**src/rtl/pulso_mudanca_pkg.sv**
```systemverilog
// Shared defaults and sizing helpers for the state-change pulse generator.
package pulso_mudanca_pkg;

    localparam int unsigned WIDTH_DEF    = 2;
    localparam int unsigned CHANNELS_DEF = 1;
    localparam int unsigned STRETCH_DEF  = 1;
    localparam int unsigned CNT_W_DEF    = 8;

    // Bits needed to hold the pulse countdown value STRETCH down to 0.
    function automatic int unsigned rest_w(input int unsigned stretch);
        return (stretch < 1) ? 1 : $clog2(stretch + 1);
    endfunction

endpackage

```
**src/rtl/pulso_mudanca_canal.sv**
```systemverilog
// One channel: qualified sampling, masked change detection, retriggerable
// pulse stretcher and saturating change counter.
module pulso_canal
    import pulso_mudanca_pkg::*;
#(
    parameter int unsigned WIDTH   = WIDTH_DEF,
    parameter int unsigned STRETCH = STRETCH_DEF,
    parameter int unsigned CNT_W   = CNT_W_DEF
) (
    input  logic             clock,
    input  logic             reset,
    input  logic [WIDTH-1:0] estado,
    input  logic             sinal,
    input  logic             sinal15,
    input  logic             caso_esp,
    input  logic [WIDTH-1:0] mascara,
    input  logic             limpa,
    output logic             pulso,
    output logic [WIDTH-1:0] mudou,
    output logic [CNT_W-1:0] contagem
);

    localparam int unsigned RW = rest_w(STRETCH);
    localparam logic [RW-1:0] RELOAD = RW'(STRETCH);

    logic [WIDTH-1:0] ant_q, ant_d;
    logic             armado_q, armado_d;
    logic [RW-1:0]    restante_q, restante_d;
    logic [WIDTH-1:0] mudou_q, mudou_d;
    logic [CNT_W-1:0] cont_q, cont_d;
    logic             pulso_q, pulso_d;

    logic             amostra;
    logic [WIDTH-1:0] dif;
    logic             evento;

    always_comb begin
        ant_d      = ant_q;
        armado_d   = armado_q;
        restante_d = restante_q;
        mudou_d    = mudou_q;
        cont_d     = cont_q;

        amostra = sinal | (sinal15 & caso_esp);
        dif     = (estado ^ ant_q) & mascara;
        evento  = amostra & armado_q & (|dif);

        if (amostra) begin
            ant_d    = estado;
            armado_d = 1'b1;
        end

        // A new event reloads the countdown, so retriggers never open a gap.
        if (evento) begin
            restante_d = RELOAD;
            mudou_d    = dif;
        end else if (restante_q != '0) begin
            restante_d = restante_q - RW'(1);
        end

        if (limpa) begin
            cont_d = '0;
        end else if (evento && (cont_q != {CNT_W{1'b1}})) begin
            cont_d = cont_q + CNT_W'(1);
        end

        pulso_d = (restante_d != '0);
    end

    always_ff @(posedge clock or negedge reset) begin
        if (!reset) begin
            ant_q      <= '0;
            armado_q   <= 1'b0;
            restante_q <= '0;
            mudou_q    <= '0;
            cont_q     <= '0;
            pulso_q    <= 1'b0;
        end else begin
            ant_q      <= ant_d;
            armado_q   <= armado_d;
            restante_q <= restante_d;
            mudou_q    <= mudou_d;
            cont_q     <= cont_d;
            pulso_q    <= pulso_d;
        end
    end

    assign pulso    = pulso_q;
    assign mudou    = mudou_q;
    assign contagem = cont_q;

endmodule

```
**src/rtl/pulso_mudanca.sv**
```systemverilog
// Multi-channel state-change pulse generator; mascara and limpa are shared.
module pulso_mudanca
    import pulso_mudanca_pkg::*;
#(
    parameter int unsigned WIDTH    = WIDTH_DEF,
    parameter int unsigned CHANNELS = CHANNELS_DEF,
    parameter int unsigned STRETCH  = STRETCH_DEF,
    parameter int unsigned CNT_W    = CNT_W_DEF
) (
    input  logic                      clock,
    input  logic                      reset,
    input  logic [CHANNELS*WIDTH-1:0] estado,
    input  logic [CHANNELS-1:0]       sinal,
    input  logic [CHANNELS-1:0]       sinal15,
    input  logic [CHANNELS-1:0]       casoEsp,
    input  logic [WIDTH-1:0]          mascara,
    input  logic                      limpa,
    output logic [CHANNELS-1:0]       pulso,
    output logic [CHANNELS*WIDTH-1:0] mudou,
    output logic [CHANNELS*CNT_W-1:0] contagem
);

    for (genvar c = 0; c < CHANNELS; c++) begin : g_canal
        pulso_canal #(
            .WIDTH   (WIDTH),
            .STRETCH (STRETCH),
            .CNT_W   (CNT_W)
        ) u_canal (
            .clock    (clock),
            .reset    (reset),
            .estado   (estado[c*WIDTH +: WIDTH]),
            .sinal    (sinal[c]),
            .sinal15  (sinal15[c]),
            .caso_esp (casoEsp[c]),
            .mascara  (mascara),
            .limpa    (limpa),
            .pulso    (pulso[c]),
            .mudou    (mudou[c*WIDTH +: WIDTH]),
            .contagem (contagem[c*CNT_W +: CNT_W])
        );
    end

endmodule
```
**config.mk**
```make
export PLATFORM = sky130hd
export DESIGN_NAME = pulso_mudanca
export DESIGN_NICKNAME = d
export VERILOG_FILES = /design/src/rtl/pulso_mudanca_pkg.sv /design/src/rtl/pulso_mudanca_canal.sv /design/src/rtl/pulso_mudanca.sv
export SDC_FILE = /design/constraint.sdc
export NUM_CORES = 1
export LEC_CHECK = 0
export CELL_PAD_IN_SITES_DETAIL_PLACEMENT = 0
export CELL_PAD_IN_SITES_GLOBAL_PLACEMENT = 1
export CORE_UTILIZATION = 37
export DETAILED_ROUTE_END_ITERATION = 8
export PLACE_DENSITY = 0.8
export SLEW_MARGIN = 30
export SYNTH_ARGS = -nofsm -noshare
export SYNTH_HDL_FRONTEND = slang
export SYNTH_HIERARCHICAL = 1
export SYNTH_SLANG_ARGS = --single-unit
```
**constraint.sdc**
```tcl
create_clock -name clock -period 3.1 [get_ports clock]
set_input_delay 0.465 -clock clock [delete_from_list [all_inputs] [get_ports clock]]
set_output_delay 0.465 -clock clock [all_outputs]
set_load 0.01 [all_outputs]
```
==> flow_summary.ini <==
[run_status]
outcome = finished, final reports clean

[power_and_ir_drop]
p_int_uw = 308
p_leak_uw = 0.000411
power.share.clock_pct = 31.4
seqPwrFrac_pct = 48.7
ir_worst_vdd_v = 0.000239
swShare_pct = 26.6
power_density_mw_per_mm2 = 418
power_frac_comb_pct = 19.9
power_uw = 420
p_sw_uw = 112

[finish]
fillers = 199
fin_nets = 107
diodes = 0
drive_gt1_share_pct = 10.5
areaGrowthSynthToFinish_pct = 32.0

[worst_setup_path]
cp.required_ns = 3.27
endpoint = g_canal[0].u_canal/contagem[5]
worstSetupPathType = input port to flip-flop
worst_path_max_delay_cell = clkdlybuf4s50_1
crit_start = estado[1]
r2r_slack_ns = 1.26
r2r-start = g_canal[0].u_canal/contagem[0]
cp.arrival_ns = 2.19
setup.worst_path.start_class = input port
slowest_delay_ns = 0.50
path_max_fanout = 14
reg2reg_to = g_canal[0].u_canal/contagem[5]
endpoint_kind = flip-flop
cp_cell_sequence = clkdlybuf4s50_1 > xor2_1 > a22oi_2 > nor4_1 > mux2_2
r2r_cells = 5

[clock_tree]
clockBufferDepth = 2
clkLatencyLatePin_ns = 0.28
cts.repair.resized = 0
cts_max_level = 1
holdBufCountCts = 0
cts_setup_buffers = 0
clkTransAtPathRegs_ns = 0.09
tritoncts = done
cts-root-buf = clkbuf_4
cts.sinks = 14
cts_buffers = 3

[placed_design]
port_buffers = 20
dp_slack_ns = 0.813
gp_congestion = 0.779
dp_hpwl_um = 1090

[die]
ios = 21
fp-row-count = 16
core_mm2 = 0.00194
dieArea_mm2 = 0.00224
initial_core_util_pct = 39.2
fp.dieW_um = 47.4
fp.dieH_um = 47.4

[global_route]
antenna_found_initial = 0
grtUsageTotal_pct = 16.1
grt_overflow = 0
grt_max_degree = 15
grt_pass1_vias = 540
grt_pass1_wl_um = 2450

[sta]
fmaxAchievable_mhz = 496
timing.final.ws_setup_ns = 1.08
rsz0062_at_grt = false
finalSetupViolations = 0
skew_ns = 0.00199
final_max_slew_viol_count = 0
hold_viol_final = 0
setup_tns_ns = 0
slew_headroom_pct = 57.9
fin_crit_ns = 2.02
worst_pin_slew_ns = 0.630
fin_crit_sh_pct = 65.1

[route]
routedWlPerCell_um = 12.2
routed_wl_um = 1490
ant_nets = 0
num_vias = 618
vias_per_cell = 5.07
drc = 0
drtPass1Iterations = 4
drt_iter0_markers = 15

[synthesis]
synth-edff-count = 0
async_reset_ff_share_pct = 100
yosys_warnings = 6
ys_seq_area_share_pct = 46.0
synth_area_um2 = 762
avgSynthCellArea_um2 = 10.3
syn_inst = 74
syn-num-nets = 85
ys_ff_latch = 14
synth_cell_types = 26
synth_top_flop_cell = dfrtp_1

[worst_hold_path]
hold_class = flip-flop to flip-flop

[run]
drv_cap = 0
[area by class of cell]
cell class,count,area (um^2),share of cell area (%)
well taps,27,33.8,3.36
inverters,1,3.75,0.373
clock buffers,4,36.3,3.61
repair buffers,20,200,19.9
multi-input cells,56,382,37.9
flip-flops and latches,14,350,34.8
[flip-flops by register name, indices dropped and copies added, names as in the netlist]
name                      flops
g_canal.u_canal/ant_q         2
g_canal.u_canal/armado_q      1
g_canal.u_canal/contagem      8
g_canal.u_canal/mudou         2
g_canal.u_canal/pulso         1
[power by group through the flow]
| stage | logic (uW) | clock network [uW] | registers [uW] |
|---|---|---|---|
| 2_1_floorplan | 39.6 | 0 | 213 |
| 3_3_place_gp | 82.7 | 0 | 208 |
| 3_5_place_dp | 84.6 | 0 | 208 |
| 4_1_cts | 84.7 | 140 | 205 |
| 5_1_grt | 94.4 | 146 | 207 |
| 6_report | 83.6 | 132 | 205 |
[layout by cell type, fill, tap and decap left out, drive strengths merged, types with 2 or more instances in the layout]
cell / count
xor2: 2
nor2b: 3
clkbuf: 4
o31ai: 3
nor2: 3
nor4: 3
clkdlybuf4s50: 20
dfrtp: 14
a21oi: 7
nand3: 5
mux2: 3
nand2: 10
o21ai: 6
or4: 3
[layer usage]
metal  GRT usage [%]  vias to the layer above  wire (um)
li1                -                      311          -
met1            23.3                      285        715
met4            8.57                        0         25
met3            2.31                        4         61
met5               0                        -          0
met2            22.7                       18        691
[Yosys cell counts, types with 2 or more instances]
library cell / instances / share of area [%]
o21ai_0: 6 / 3.9
nor2b_1: 3 / 2.5
or4_1: 3 / 3.0
nand3_1: 5 / 3.3
a21oi_1: 7 / 4.6
mux2_1: 2 / 3.0
o31ai_1: 3 / 3.0
buf_6: 2 / 3.0
nand2_1: 10 / 4.9
nor2_1: 3 / 1.5
xor2_1: 2 / 2.3
dfrtp_1: 14 / 46
[stage by stage]
step,cell area (um^2),hold slack [ns],instances,util [%]
floorplan,762,0.169,74,-
global placement,970,0.472,118,49.9
global route,1010,0.531,122,51.8
CTS,1010,0.500,122,51.8
finish,1010,0.499,122,51.8
detailed placement,970,0.479,118,49.9
[cells by family (layout without fill, tap and decap cells)]
| group | after synthesis | count (layout) | share of synthesized area (%) |
|---|---|---|---|
| compound gates | 19 | 19 | 15.8 |
| xor+xnor | 2 | 2 | 2.30 |
| fa+ha+maj | 1 | 1 | 1.64 |
| buf+inv | 4 | 25 | 3.94 |
| flops | 14 | 14 | 46.0 |
| mux | 3 | 3 | 4.43 |
| simple gates | 31 | 31 | 25.9 |
[how the worst min path moves through the flow]
stage                                            from                          end  slack [ns]  cells after the start
after global placement    g_canal[0].u_canal/ant_q[0]  g_canal[0].u_canal/ant_q[0]        0.47                      2
final                     g_canal[0].u_canal/ant_q[1]  g_canal[0].u_canal/ant_q[1]        0.50                      2
after detailed placement  g_canal[0].u_canal/ant_q[0]  g_canal[0].u_canal/ant_q[0]        0.48                      2
after global routing      g_canal[0].u_canal/ant_q[1]  g_canal[0].u_canal/ant_q[1]        0.53                      2
after floorplan                                 reset  g_canal[0].u_canal/ant_q[0]        0.17                      0
after CTS                 g_canal[0].u_canal/ant_q[0]  g_canal[0].u_canal/ant_q[0]        0.50                      2
[worst max-delay path: cells and delay by family]
family	cells	cell delay, ns
XOR/XNOR	1	0.23
AND/OR/NAND/NOR	1	0.38
AO/OA/AOI/OAI	1	0.24
buffers and inverters	1	0.50
multiplexers	1	0.37
No activity file was read; power rests on OpenSTA's default activity.
